===== src/rtl/game_controller.sv =====
// Top-level game sequencer: debounces six board buttons and runs the game FSM
// that drives the renderer's one-hot status/direction and a frame-based score.
module game_controller #(
  parameter int unsigned DEBOUNCE_CYCLES = 500000,
  parameter int unsigned SPLASH_FRAMES   = 120,
  parameter int unsigned SCORE_MAX       = 9999
) (
  input  logic        clk,
  input  logic        clr,
  input  logic        btn_start,
  input  logic        btn_pause,
  input  logic        btn_up,
  input  logic        btn_down,
  input  logic        btn_left,
  input  logic        btn_right,
  input  logic        frame_tick,
  input  logic        collision,
  output logic [3:0]  status,
  output logic [3:0]  direction,
  output logic [13:0] score
);

  localparam int unsigned NB  = 6;
  localparam int unsigned DCW = (DEBOUNCE_CYCLES > 1) ? $clog2(DEBOUNCE_CYCLES) : 1;
  localparam int unsigned SCW = (SPLASH_FRAMES > 0) ? $clog2(SPLASH_FRAMES + 1) : 1;
  localparam logic [DCW-1:0] DB_LAST    = DCW'(DEBOUNCE_CYCLES - 1);
  localparam logic [SCW-1:0] SPLASH_LIM = SCW'(SPLASH_FRAMES);
  localparam logic [13:0]    SCORE_LIM  = 14'(SCORE_MAX);

  localparam int unsigned B_START = 0;
  localparam int unsigned B_PAUSE = 1;
  localparam int unsigned B_UP    = 2;
  localparam int unsigned B_DOWN  = 3;
  localparam int unsigned B_LEFT  = 4;
  localparam int unsigned B_RIGHT = 5;

  // State encodings double as the registered one-hot status value.
  typedef enum logic [3:0] {
    ST_NONE      = 4'b0000,
    ST_LOAD      = 4'b1000,
    ST_ACTIVATE  = 4'b0100,
    ST_PAUSE     = 4'b0010,
    ST_TERMINATE = 4'b0001
  } state_t;

  logic [NB-1:0]  raw;
  logic [NB-1:0]  s1_q, s2_q;
  logic [NB-1:0]  db_q, db_d, dbd_q;
  logic [DCW-1:0] cnt_q [NB];
  logic [DCW-1:0] cnt_d [NB];
  logic [NB-1:0]  press;

  state_t         state_q, state_d;
  logic [SCW-1:0] splash_q, splash_d;
  logic [3:0]     dir_q, dir_d;
  logic [13:0]    score_q, score_d;

  assign raw   = {btn_right, btn_left, btn_down, btn_up, btn_pause, btn_start};
  assign press = db_q & ~dbd_q;

  always_comb begin
    db_d = db_q;
    for (int unsigned i = 0; i < NB; i++) begin
      cnt_d[i] = '0;
      if (s2_q[i] != db_q[i]) begin
        if (cnt_q[i] == DB_LAST) db_d[i] = s2_q[i];
        else                     cnt_d[i] = cnt_q[i] + DCW'(1);
      end
    end
  end

  always_comb begin
    state_d  = state_q;
    splash_d = splash_q;
    dir_d    = dir_q;
    score_d  = score_q;
    case (state_q)
      ST_NONE: begin
        if (splash_q == SPLASH_LIM) begin
          state_d  = ST_LOAD;
          splash_d = '0;
        end else if (frame_tick) begin
          splash_d = splash_q + SCW'(1);
        end
      end
      ST_LOAD: begin
        if (press[B_START]) begin
          state_d = ST_ACTIVATE;
          score_d = '0;
          dir_d   = '0;
        end
      end
      ST_ACTIVATE: begin
        if (collision)           state_d = ST_TERMINATE;
        else if (press[B_PAUSE]) state_d = ST_PAUSE;
        if (press[B_UP])         dir_d = 4'b1000;
        else if (press[B_DOWN])  dir_d = 4'b0100;
        else if (press[B_LEFT])  dir_d = 4'b0010;
        else if (press[B_RIGHT]) dir_d = 4'b0001;
        if (frame_tick && (score_q < SCORE_LIM)) score_d = score_q + 14'd1;
      end
      ST_PAUSE: begin
        if (press[B_PAUSE]) state_d = ST_ACTIVATE;
      end
      ST_TERMINATE: begin
        if (press[B_START]) state_d = ST_LOAD;
      end
      default: state_d = ST_NONE;
    endcase
  end

  always_ff @(posedge clk or posedge clr) begin
    if (clr) begin
      s1_q     <= '0;
      s2_q     <= '0;
      db_q     <= '0;
      dbd_q    <= '0;
      for (int unsigned i = 0; i < NB; i++) cnt_q[i] <= '0;
      state_q  <= ST_NONE;
      splash_q <= '0;
      dir_q    <= '0;
      score_q  <= '0;
    end else begin
      s1_q     <= raw;
      s2_q     <= s1_q;
      db_q     <= db_d;
      dbd_q    <= db_q;
      for (int unsigned i = 0; i < NB; i++) cnt_q[i] <= cnt_d[i];
      state_q  <= state_d;
      splash_q <= splash_d;
      dir_q    <= dir_d;
      score_q  <= score_d;
    end
  end

  assign status    = state_q;
  assign direction = dir_q;
  assign score     = score_q;

endmodule

===== config.mk =====
export PLATFORM = sky130hd
export DESIGN_NAME = game_controller
export DESIGN_NICKNAME = d
export VERILOG_FILES = /design/src/rtl/game_controller.sv
export SDC_FILE = /design/constraint.sdc
export NUM_CORES = 1
export LEC_CHECK = 0
export ABC_AREA = 1
export CORE_MARGIN = 1.5
export CORE_UTILIZATION = 66
export DETAILED_ROUTE_END_ITERATION = 7
export HOLD_SLACK_MARGIN = 0.02
export PLACE_DENSITY = 0.85
export SYNTH_ARGS = -nofsm -noshare
export SYNTH_HDL_FRONTEND = slang
export SYNTH_SLANG_ARGS = --single-unit

===== constraint.sdc =====
create_clock -name clk -period 17.3 [get_ports clk]
set_clock_uncertainty 0.2 [all_clocks]
set_input_delay 3.46 -clock clk [delete_from_list [all_inputs] [get_ports clk]]
set_output_delay 3.46 -clock clk [all_outputs]
set_load 0.05 [all_outputs]

Word-level counts from Yosys, hierarchy flattened
Index checks and enable logic that the tools add are counted.

storage, ports and cells
  register bits after elaboration = 167
  input bits = 10
  output and inout port bits = 22
  word-level logic and storage cells = 98

operators by class
  add/subtract/negate cells = 8
  magnitude comparators = 1
  eq/ne operators = 24
  mux-type cells = 30
  bitwise operators = 2
  reduce and logical (&&, ||, !) cells = 14

operators by type and width
  kind                   number
  $mux 19                12
  $add 19x1->19 const B  6
  $eq 19x19->1 const B   6
  $mux 4                 11
  $mux 14                2
  $pmux 14 s2            1
  $pmux 4 s5             1
  $add 14x1->14 const B  1
  $lt 14x14->1 const B   1
  $mux 7                 2
  $reduce_and 2->1       7
  $ne 2x2->1 const B     5
  $pmux 4 s2             1
  $add 7x1->7 const B    1
  $eq 7x7->1 const B     1
  $and 6x6->6            1
  $ne 1x1->1             6
  $not 6->6              1
  $reduce_and 3->1       2
  $ne 5x5->1 const B     1
  $reduce_and 5->1       1
  $eq 4x1->1 const B     1
  $eq 4x2->1 const B     1
  $eq 4x3->1 const B     1
  5 further kinds        6

Logic depth before layout (Yosys ltp)
  depth in word-level cells = 7
  mapped depth = 11
  depth with buffers taken out = 10

Worst setup path after synthesis
OpenSTA, ideal clock, no wires.

  kind = input-to-reg
  from = input frame_tick
  to = register score_q[5] (netlist: score[5])
  library setup time = 0.118 ns
  arrival = 4.112 ns
  required time = 16.982 ns
  setup slack = 12.870 ns
  cell stages on the path = 8
  buffers on the path = 1
  cell sequence = o21ai_0 nor2_1 nand2_2 nand2_4 nand2_4 buf_6 nand2_1 nand2_1

between the ends
  longest elaborated chain between the ends = 3

RTL lines
  item                        line  RTL
  start: declaration          16    input logic frame_tick,
  $logic_and 1x1->1           100   if (frame_tick && (score_q < SCORE_LIM)) score_d = score_q + 14'd1;
  $ne 2x2->1 (no line)        --
  $reduce_and 3->1 (no line)  --
  end signal: assignment      132   score_q <= score_d;
  end: declaration            56    logic [13:0] score_q, score_d;

No other way between the ends.
A chain may end at the register's enable or synchronous reset.

Worst setup path in the final report
  from = register score_q[11] (netlist: score[11])
  to = output score[11]

RTL lines
  item              line  RTL
  end: declaration  20    output logic [13:0] score

No word-level cell between the ends.

==> run summary <==
Status
* finished, final reports clean — run status

Cells and area
* 1,440 — count of non-filler cells in the finished layout
* 4.75% — share of layout cells above drive strength 1
* 11.4% — layout-stage area growth over the synthesis result
* 1,270 — total number of nets in the final design
* 0.0101 mm^2 — post-route cell area
* 1,056 — fill cell count
* 0 — number of diodes added for antenna fixing

Power and ir drop
* 0.000266 W — power spent charging and discharging nets
* 4.20 nW — leakage power total
* 0.000639 W — Internal Power
* 39.5% — clock share of power
* 46.3% — share of total power in sequential cells
* 29.4% — Sw Ratio
* 14.1% — power share of the combinational group
* 89.9 mW/mm^2 — PwrDens
* 0.0909 mV — maximum ir drop on the vdd rail

Clocking
* 17 — total clock buffers created by CTS
* 0.07 ns — clock transition at the registers of the reported paths
* 0 — total of hold buffers inserted after clock tree synthesis
* 0 — Post-CTS Resized
* 167 — total clock sinks
* 2 — maximum buffer depth of the clock tree
* sky130_fd_sc_hd__clkbuf_16 — CTS root buffer
* built — clock tree from TritonCTS
* 0.43 ns — insertion delay to the later sink of the worst-skew pair
* 4 — H-tree depth
* 0 — # Post-CTS Setup Buffers

Place
* 0.00953 mm^2 — Area after DPL
* 1,408 — Inst Count DP
* 31 — buffers added on ports
* 0.928 — final weighted congestion in routability-driven placement
* 13,900 um — detailed-placement wirelength estimate

Yosys
* sky130_fd_sc_hd__nor2_1 — most common cell in the synthesized netlist
* sky130_fd_sc_hd__nor2_1, sky130_fd_sc_hd__nand2_1, sky130_fd_sc_hd__dfrtp_1 — most common library cells after synthesis
* 0 — warning count from the yosys run
* 0% — portion of netlist area occupied by mux cells
* 35 — Netlist cell types
* sky130_fd_sc_hd__dfrtp_1 — cell taking the most area after synthesis
* 6.68% — XOR/XNOR Fraction of Synth Area
* sky130_fd_sc_hd__dfrtp_1, sky130_fd_sc_hd__nor2_1, sky130_fd_sc_hd__nand2_1, sky130_fd_sc_hd__xor2_1, sky130_fd_sc_hd__nand3_1 — cell types with the largest area share after synthesis
* 167 — flip-flop and latch count after synthesis
* 0 — Post-synth EDFFs
* sky130_fd_sc_hd__dfrtp_1 — commonest register cell after synthesis
* 36.9% — simple-gate area share of the yosys netlist
* 0.00904 mm^2 — post-synthesis cell area
* simple AND/OR/NAND/NOR gates — dominant combinational cell family by area after synthesis
* 1,230 — Post-Synthesis Net Count
* 100% — proportion of register bits with asynchronous set or reset after synthesis
* 46.2% — fraction of the yosys area taken by sequential cells
* 1.25% — adder and majority gate portion of the synthesized area
* 2.66% — Synth Area in Compound Gates
* 1,211 — number of standard cells after synthesis
* 46.2% — share of Yosys cell area claimed by the top area cell type
* 7.47 um^2 — Avg Inst Size Synth

Setup path
* primary output — capturing element type of the critical path
* flip-flop to primary output — Worst Path Class, Setup
* flip-flop — type of origin of the critical path
* 1 — stages on the worst setup path
* 1.76 ns — Crit path arrival time
* 8 — number of cells traversed by the worst register-to-register path
* 0.85 ns — Critical Path Max Stage Delay
* 13.64 ns — Req. time, crit path
* 7 — CP max FO
* 1 — critical path buffer and inverter count
* buffers and inverters — crit-path leading delay family
* clkdlybuf4s50_1 — critical path, cell by cell
* sky130_fd_sc_hd__clkdlybuf4s50_1 — cell at the slowest stage of the critical path

Global route
* 33,900 um — first-pass GRT wire length
* 7,462 — vias in the first global route
* 0 — antenna violations before repair
* 106 — pin count of the biggest net entering global routing
* 0 — total congestion overflow
* 29.3% — GRT Util Overall

Routing
* 0 — number of DRC violations after detailed routing
* 5.52 — vias per inst
* 725 — Iter 0 DRT Violations
* 0 — remaining antenna violation count after routing
* 7,955 — count of vias placed by the detailed router
* 19,800 um — total wire length after detailed routing
* 13.8 um — average detailed-routed wire length per instance
* 5 — DR pass1 iterations

STA
* 184 MHz — maximum operating frequency
* 0 — final setup violating endpoints
* 0 ns — aggregate negative setup slack
* 40.5% — Slew headroom
* 5.42 ns — clock period minus worst slack
* 0 — number of slew-limit violations in the final report
* 0.893 ns — Worst-Margin Slew
* 0 — final number of hold-violating endpoints
* 31.4% — part of the cycle the worst path needs
* 0.155 ns — Hold Slack
* no — unrepaired setup endpoints after global routing

Worst hold path
* 0 — depth of the worst hold-timing path
* flip-flop to flip-flop — worst min path class

Floorplanning
* 120 um — Horiz. Die Dim
* 32 — I/O pin cnt
* 120 um — die height
* 0.0133 mm^2 — Placeable Area
* 0.0144 mm^2 — full die area
* 42 — placement row count
* 68.0% — initial core utilization

Flow run
* 0 — number of max-capacitance violations reported

routing by layer:
| layer | up-vias | track usage, % | wire [um] | part of all wire [%] |
|---|---|---|---|---|
| met1 | 3745 | 38.9 | 8890 | 45 |
| li1 | 3945 | - | - | - |
| met5 | - | 0 | 0 | 0 |
| met2 | 231 | 48.6 | 9660 | 49 |
| met4 | 0 | 9.60 | 359 | 1.8 |
| met3 | 34 | 5.61 | 915 | 4.6 |
cells by family after synthesis:
family / count (synthesis)
simple gates: 773
flops: 167
buf+inv: 148
xor+xnor: 69
compound gates: 45
fa+ha+maj: 9
registers in the layout, indices dropped and copies added (netlist names):
register,cells
direction,4
s2_q,6
cnt_q,114
dbd_q,6
splash_q,7
score,14
db_q,6
status,4
s1_q,6
worst paths after layout:
check | start | to | slack (ns)
max in group asynchronous | clr | score[12] | 12.15
min in group asynchronous | clr | db_q[3] | 3.42
worst max-delay path | score[11] | score[11] | 11.88
worst min-delay path | s1_q[4] | s2_q[4] | 0.15
worst min register to register | s1_q[4] | s2_q[4] | 0.15
worst max register to register | status[0] | direction[2] | 15.04
final cells by class:
type                            count  area, um^2  area share (%)
Clock inverter                     13         105            1.04
Timing Repair Buffer               32         318            3.15
Inverter                          137         519            5.15
Tap cell                          176         220            2.19
Sequential cell                   167        4180            41.5
Clock buffer                       19         443            4.40
Multi-Input combinational cell    896        4290            42.6
metrics by stage:
step | total power [W] | util (%) | setup WS, ns
after global placement | 0.000551 | 71.7 | 11.61
after global routing | 0.000941 | 75.8 | 11.78
after CTS | 0.000909 | 75.8 | 11.88
final | 0.000906 | 75.8 | 11.88
after detailed placement | 0.000554 | 71.7 | 11.58
after floorplan | 0.000523 | - | 9.12
placed cells by master, fill, tap and decap left out, types with 2 or more instances in the layout:
master / count
sky130_fd_sc_hd__nor3_1: 28
sky130_fd_sc_hd__inv_6: 2
sky130_fd_sc_hd__dfrtp_1: 167
sky130_fd_sc_hd__o21ai_0: 20
sky130_fd_sc_hd__or2_2: 4
sky130_fd_sc_hd__inv_1: 133
sky130_fd_sc_hd__nor2_2: 10
sky130_fd_sc_hd__nand3_1: 101
sky130_fd_sc_hd__nand2_4: 2
sky130_fd_sc_hd__nor3b_1: 8
sky130_fd_sc_hd__nor2_1: 277
sky130_fd_sc_hd__clkinvlp_4: 3
sky130_fd_sc_hd__nand2_1: 274
sky130_fd_sc_hd__o21bai_1: 3
sky130_fd_sc_hd__ha_1: 9
sky130_fd_sc_hd__inv_2: 2
sky130_fd_sc_hd__a21oi_1: 17
sky130_fd_sc_hd__clkinv_2: 7
sky130_fd_sc_hd__xor2_1: 60
sky130_fd_sc_hd__nand4_1: 53
sky130_fd_sc_hd__clkbuf_16: 17
sky130_fd_sc_hd__clkdlybuf4s50_1: 31
sky130_fd_sc_hd__nor4_1: 2
sky130_fd_sc_hd__nand2_2: 6
sky130_fd_sc_hd__xnor2_1: 9
sky130_fd_sc_hd__nand3b_1: 4
power groups by stage:
stage          Clock, W  Sequential (W)  Combinational (W)
4_1_cts        0.000362        0.000419           0.000128
2_1_floorplan         0        0.000436          0.0000873
3_3_place_gp          0        0.000426           0.000125
6_report       0.000358        0.000420           0.000128
3_5_place_dp          0        0.000426           0.000127
5_1_grt        0.000376        0.000422           0.000143
No activity file was read; power rests on OpenSTA's default activity.
